[config.mk]
export PLATFORM = sky130hd
export DESIGN_NAME = mux4_sel_arbiter
export DESIGN_NICKNAME = d
export VERILOG_FILES = /design/src/rtl/mux4_sel_arbiter.sv
export SDC_FILE = /design/constraint.sdc
export NUM_CORES = 1
export LEC_CHECK = 0
export CORE_ASPECT_RATIO = 1.75
export CORE_MARGIN = 10
export CORE_UTILIZATION = 45
export DETAILED_ROUTE_END_ITERATION = 12
export DONT_BUFFER_PORTS = 1
export PLACE_DENSITY = 0.69
export SLEW_MARGIN = 5
export SYNTH_ARGS = -nofsm -noshare
export SYNTH_HDL_FRONTEND = slang
export SYNTH_SLANG_ARGS = --single-unit
[constraint.sdc]
create_clock -name clk -period 2.3 [get_ports clk]
set_clock_uncertainty 0.1 [all_clocks]
set_input_delay 0.23 -clock clk [delete_from_list [all_inputs] [get_ports clk]]
set_output_delay 0.23 -clock clk [all_outputs]
set_load 0.01 [all_outputs]
[src/rtl/mux4_sel_arbiter.sv]
// mux4_sel_arbiter
// Round-robin arbiter and select sequencer for a 4->1 NAND multiplexer.
// Each new select is followed by a settle window before z_valid is raised.
// When other requesters are waiting, a grant is limited to QUANTUM valid cycles.
//
// Ports:
//   clk      in   1  rising-edge clock
//   rst      in   1  asynchronous, active-high reset
//   req      in   4  request per mux input (req[i] requests d<i>)
//   sel      out  2  registered select to mux4
//   gnt      out  4  registered one-hot grant, all-zero when idle
//   z_valid  out  1  registered: mux output settled and owned by the grantee
//   busy     out  1  registered: arbiter not idle
module mux4_sel_arbiter #(
  parameter int unsigned SETTLE_CYCLES = 2,
  parameter int unsigned QUANTUM       = 8
) (
  input  logic       clk,
  input  logic       rst,
  input  logic [3:0] req,
  output logic [1:0] sel,
  output logic [3:0] gnt,
  output logic       z_valid,
  output logic       busy
);

  localparam int unsigned SW = 4;
  localparam int unsigned QW = 8;

  typedef enum logic [1:0] {
    IDLE   = 2'd0,
    SETTLE = 2'd1,
    GRANT  = 2'd2
  } state_t;

  state_t        state, state_nx;
  logic [1:0]    last, last_nx;
  logic [1:0]    sel_nx;
  logic [3:0]    gnt_nx;
  logic          z_valid_nx, busy_nx;
  logic [SW-1:0] scnt, scnt_nx;
  logic [QW-1:0] qcnt, qcnt_nx;

  logic [1:0]    win;
  logic          win_found;
  logic          others_waiting;

  // Rotating priority search starting just after the last grantee.
  always_comb begin
    win       = last;
    win_found = 1'b0;
    for (int k = 1; k <= 4; k++) begin
      if (!win_found && req[2'(last + 2'(k))]) begin
        win       = 2'(last + 2'(k));
        win_found = 1'b1;
      end
    end
  end

  assign others_waiting = (req & ~gnt) != 4'b0000;

  // State and output registers.
  always_ff @(posedge clk or posedge rst) begin
    if (rst) begin
      state   <= IDLE;
      sel     <= 2'd0;
      gnt     <= 4'b0000;
      z_valid <= 1'b0;
      busy    <= 1'b0;
      last    <= 2'd3;
      scnt    <= '0;
      qcnt    <= '0;
    end else begin
      state   <= state_nx;
      sel     <= sel_nx;
      gnt     <= gnt_nx;
      z_valid <= z_valid_nx;
      busy    <= busy_nx;
      last    <= last_nx;
      scnt    <= scnt_nx;
      qcnt    <= qcnt_nx;
    end
  end

  // Next-state and next-output logic.
  always_comb begin
    state_nx   = state;
    sel_nx     = sel;
    gnt_nx     = gnt;
    z_valid_nx = z_valid;
    busy_nx    = busy;
    last_nx    = last;
    scnt_nx    = scnt;
    qcnt_nx    = qcnt;

    case (state)
      IDLE: begin
        gnt_nx     = 4'b0000;
        z_valid_nx = 1'b0;
        busy_nx    = 1'b0;
        // sel is left alone when idle to avoid toggling the mux.
        if (win_found) begin
          state_nx = SETTLE;
          sel_nx   = win;
          gnt_nx   = 4'b0001 << win;
          busy_nx  = 1'b1;
          scnt_nx  = SW'(SETTLE_CYCLES - 1);
        end
      end

      SETTLE: begin
        if (!req[sel]) begin
          state_nx   = IDLE;
          gnt_nx     = 4'b0000;
          z_valid_nx = 1'b0;
          busy_nx    = 1'b0;
          last_nx    = sel;
        end else if (scnt == '0) begin
          state_nx   = GRANT;
          z_valid_nx = 1'b1;
          qcnt_nx    = QW'(1);
        end else begin
          scnt_nx = scnt - SW'(1);
        end
      end

      GRANT: begin
        if (!req[sel] ||
            ((QUANTUM != 0) && (qcnt == QW'(QUANTUM)) && others_waiting)) begin
          state_nx   = IDLE;
          gnt_nx     = 4'b0000;
          z_valid_nx = 1'b0;
          busy_nx    = 1'b0;
          last_nx    = sel;
        end else if ((QUANTUM != 0) && (qcnt != QW'(QUANTUM))) begin
          qcnt_nx = qcnt + QW'(1);
        end
      end

      default: begin
        state_nx   = IDLE;
        gnt_nx     = 4'b0000;
        z_valid_nx = 1'b0;
        busy_nx    = 1'b0;
      end
    endcase
  end

endmodule

==> impl_metrics.env <==
export IMPL_synth_cell_types=38
export IMPL_vias_per_cell=5.615
export IMPL_firstDrtPassIters=4
export IMPL_critPathTopFamily="simple AND/OR/NAND/NOR gates"
export IMPL_synth_seq_area_share_pct=42.02
export IMPL_yosysMostFrequentCell="dfrtp_1"
export IMPL_layout_cells_non_filler=192
export IMPL_rows=27
export IMPL_cts_setup_buffers=0
export IMPL_cts_made_buffers=3
export IMPL_htree_levels=1
export IMPL_synth_top_area_share_pct=38.36
export IMPL_dp_cells=187
export IMPL_num_io_pins=14
export IMPL_synth_seq_cells=24
export IMPL_required_ns=2.35
export IMPL_grt_remaining_overflow=0
export IMPL_fin_area_um2=1577
export IMPL_slew_headroom_pct=39.32
export IMPL_ys_top_cells_by_area="dfrtp_1 38%, mux2_2 5.5%, ha_1 5.2%"
export IMPL_path_cells="inv_1, ha_1, nor4b_2, nand2_1, o211ai_1, nand2_2, mux2_2"
export IMPL_synthArstFlopShare_pct=100.0
export IMPL_cp_num_buf_inv=1
export IMPL_netlist_area_um2=1435
export IMPL_slowest_delay_ns=0.44
export IMPL_cpMaxStageDelayCell="dfrtp_1"
export IMPL_setup_ws_ns=0.2006
export IMPL_fp_coreArea_um2=3108
export IMPL_period_share_pct=91.28
export IMPL_avgSynthCellArea_um2=10.18
export IMPL_place_congestion=0.9052
export IMPL_num_vias=1078
export IMPL_slew_violations=0
export IMPL_clock_sinks=24
export IMPL_grt_usage_pct=10.42
export IMPL_use_met3_pct=3.199
export IMPL_critical_path_class="register to register"
export IMPL_status="finished clean"
export IMPL_tightest_slew_ns=0.9092
export IMPL_fmax_mhz=476.3
export IMPL_tritoncts="done"
export IMPL_ir_drop_mv=0.8035
export IMPL_pre_cts_ws_ns=0.04292
export IMPL_critPathMaxFanout=6
export IMPL_final_nets=162
export IMPL_initial_core_util_pct=46.18
export IMPL_cts_buffer_depth=2
export IMPL_fin_crit_ns=2.099
export IMPL_powerDensity_nw_per_um2=1246
export IMPL_final_setup_tns_ns=0
export IMPL_fp_dieW_um=62.69
export IMPL_drv_cap=0
export IMPL_root_buffer="clkbuf_8"
export IMPL_synth_ff_type="dfrtp_1"
export IMPL_cp_data_arrival_time_ns=2.15
export IMPL_antenna_left=0
export IMPL_finalSetupViolCount=0
export IMPL_grt_max_degree=25
export IMPL_placed_cell_area_um2=1515
export IMPL_clkTransAtPathRegs_ns=0.08
export IMPL_hold_viol=0
export IMPL_synth_commonest_cells="22 x dfrtp_1, 13 x inv_1, 11 x nor2_1"
export IMPL_n_fill_cell=289
export IMPL_grt_pass1_wl_um=5147
export IMPL_yosys_area_top_type="dfrtp_1"
export IMPL_globalRouteMet2Util_pct=19.93
export IMPL_p_total_mw=1.964
export IMPL_wl_um=3026
export IMPL_final_layout_size_suffix_gt1_share_pct=16.78
export IMPL_antenna_cells=0
export IMPL_use_met1_pct=9.804
export IMPL_drtIter0Drc=7
export IMPL_io_buffers=0
export IMPL_grt_busiest_layer="met2"
export IMPL_wire_per_inst_um=15.76
export IMPL_die_area_um2=5937
export IMPL_p_leak_nw=0.6503
export IMPL_drc=0
export IMPL_grt_pass1_vias=1151
export IMPL_antenna_found_initial=0
export IMPL_crit_path_start_kind="register"
export IMPL_hpwl_um=2434
export IMPL_clk_latency_ns=0.26
export IMPL_area_growth_pct=9.852
export IMPL_synthesis_instances=141
export IMPL_worst_setup_path_end_kind="register"
export IMPL_synth_edff_count=0
export IMPL_fp_dieH_um=94.71
export IMPL_rsz0062_at_grt="false"
export IMPL_min_path_type="input pin to register"
export IMPL_synth_warnings=0
export IMPL_postSynthNetCount=153
-- worst paths after layout --
kind                       startpoint       end  slack [ns]  depth (start not counted)
max reg2reg                   qcnt[0]    gnt[0]        0.20                          7
min                            req[1]  state[0]        0.27                          3
min reg2reg                   scnt[1]   scnt[1]        0.42                          2
min in group asynchronous         rst   qcnt[7]        0.51                          2
max                           qcnt[0]    gnt[0]        0.20                          7
max in group asynchronous         rst   qcnt[4]        1.03                          2
-- final cells by class --
| cell class | count | area, um2 | share of cell area (%) |
|---|---|---|---|
| multi-input combinational | 103 | 785.8 | 49.84 |
| clock buffer | 4 | 45.04 | 2.857 |
| timing repair buffer | 5 | 40.04 | 2.540 |
| tap | 43 | 53.80 | 3.413 |
| inverter | 13 | 48.80 | 3.095 |
| sequential | 24 | 603.1 | 38.25 |
-- where the power goes --
part           switching (mW)  total [mW]  internal (mW)  leakage (nW)
logic                   0.558       0.978          0.420         0.319
clock network           0.130       0.253          0.124        0.0228
registers               0.161       0.733          0.572         0.308
-- sequential cells by signal (all words and copies together), names as in the netlist --
register / cells
gnt: 4
z_valid: 1
last: 2
sel: 2
qcnt: 8
scnt: 4
state: 2
busy: 1
-- metrics by stage --
step | hold WS [ns] | util, %
floorplan | 0.1431 | -
global placement | 0.2286 | 48.75
detailed placement | 0.2646 | 48.75
CTS | 0.2592 | 50.52
global route | 0.2890 | 50.72
finish | 0.2702 | 50.72
-- worst min-delay path, delay by kind of cell --
family | cells | cell delay (ns)
compound gates | 2 | 0.21
simple gates | 1 | 0.15
-- per-layer routing --
layer | up-vias | share of wire, %
li1 | 523 | -
met1 | 528 | 35
met2 | 19 | 58
met3 | 8 | 5.5
met4 | 0 | 2.1
met5 | - | 0
-- cell families (layout without fill, tap and decap cells) --
kind of cell,count (synthesis),after routing,synth area share (%)
adders and majority gates,6,6,5.231
xor gates and xnor gates,6,6,3.662
and+or+nand+nor,48,48,17.52
DFF,24,24,42.02
AOI/OAI and AO/OA,33,33,19.44
buffers and inverters,14,22,3.662
muxes,10,10,8.457
-- layout by cell type, fill, tap and decap left out, types with 2 or more instances in the layout --
cell       synthesis  final
nor3_1             3      3
dfrtp_1           22     22
nand4_1            2      2
buf_4              0      4
mux2_2             7      7
a2111oi_2          2      2
a211oi_1           3      3
o211ai_1           3      3
nand3_1            4      4
mux2i_1            2      2
o21a_1             2      2
xnor2_1            6      6
inv_1             13     13
nand3b_1           3      3
nand2_1            9      9
nor2b_1            2      2
nor3b_1            2      2
o21ai_0            9      9
nor2_1            11     11
dfstp_2            2      2
nand2b_1           7      7
a21oi_1            5      5
ha_1               6      6
clkbuf_8           0      3
-- repair_timing --
action,in CTS,in global routing
gates resized for setup,0,1
setup endpoints to repair,0,7
hold endpoints to repair,22,0
hold buffers,1,0
(Power assumes the default switching activity.)
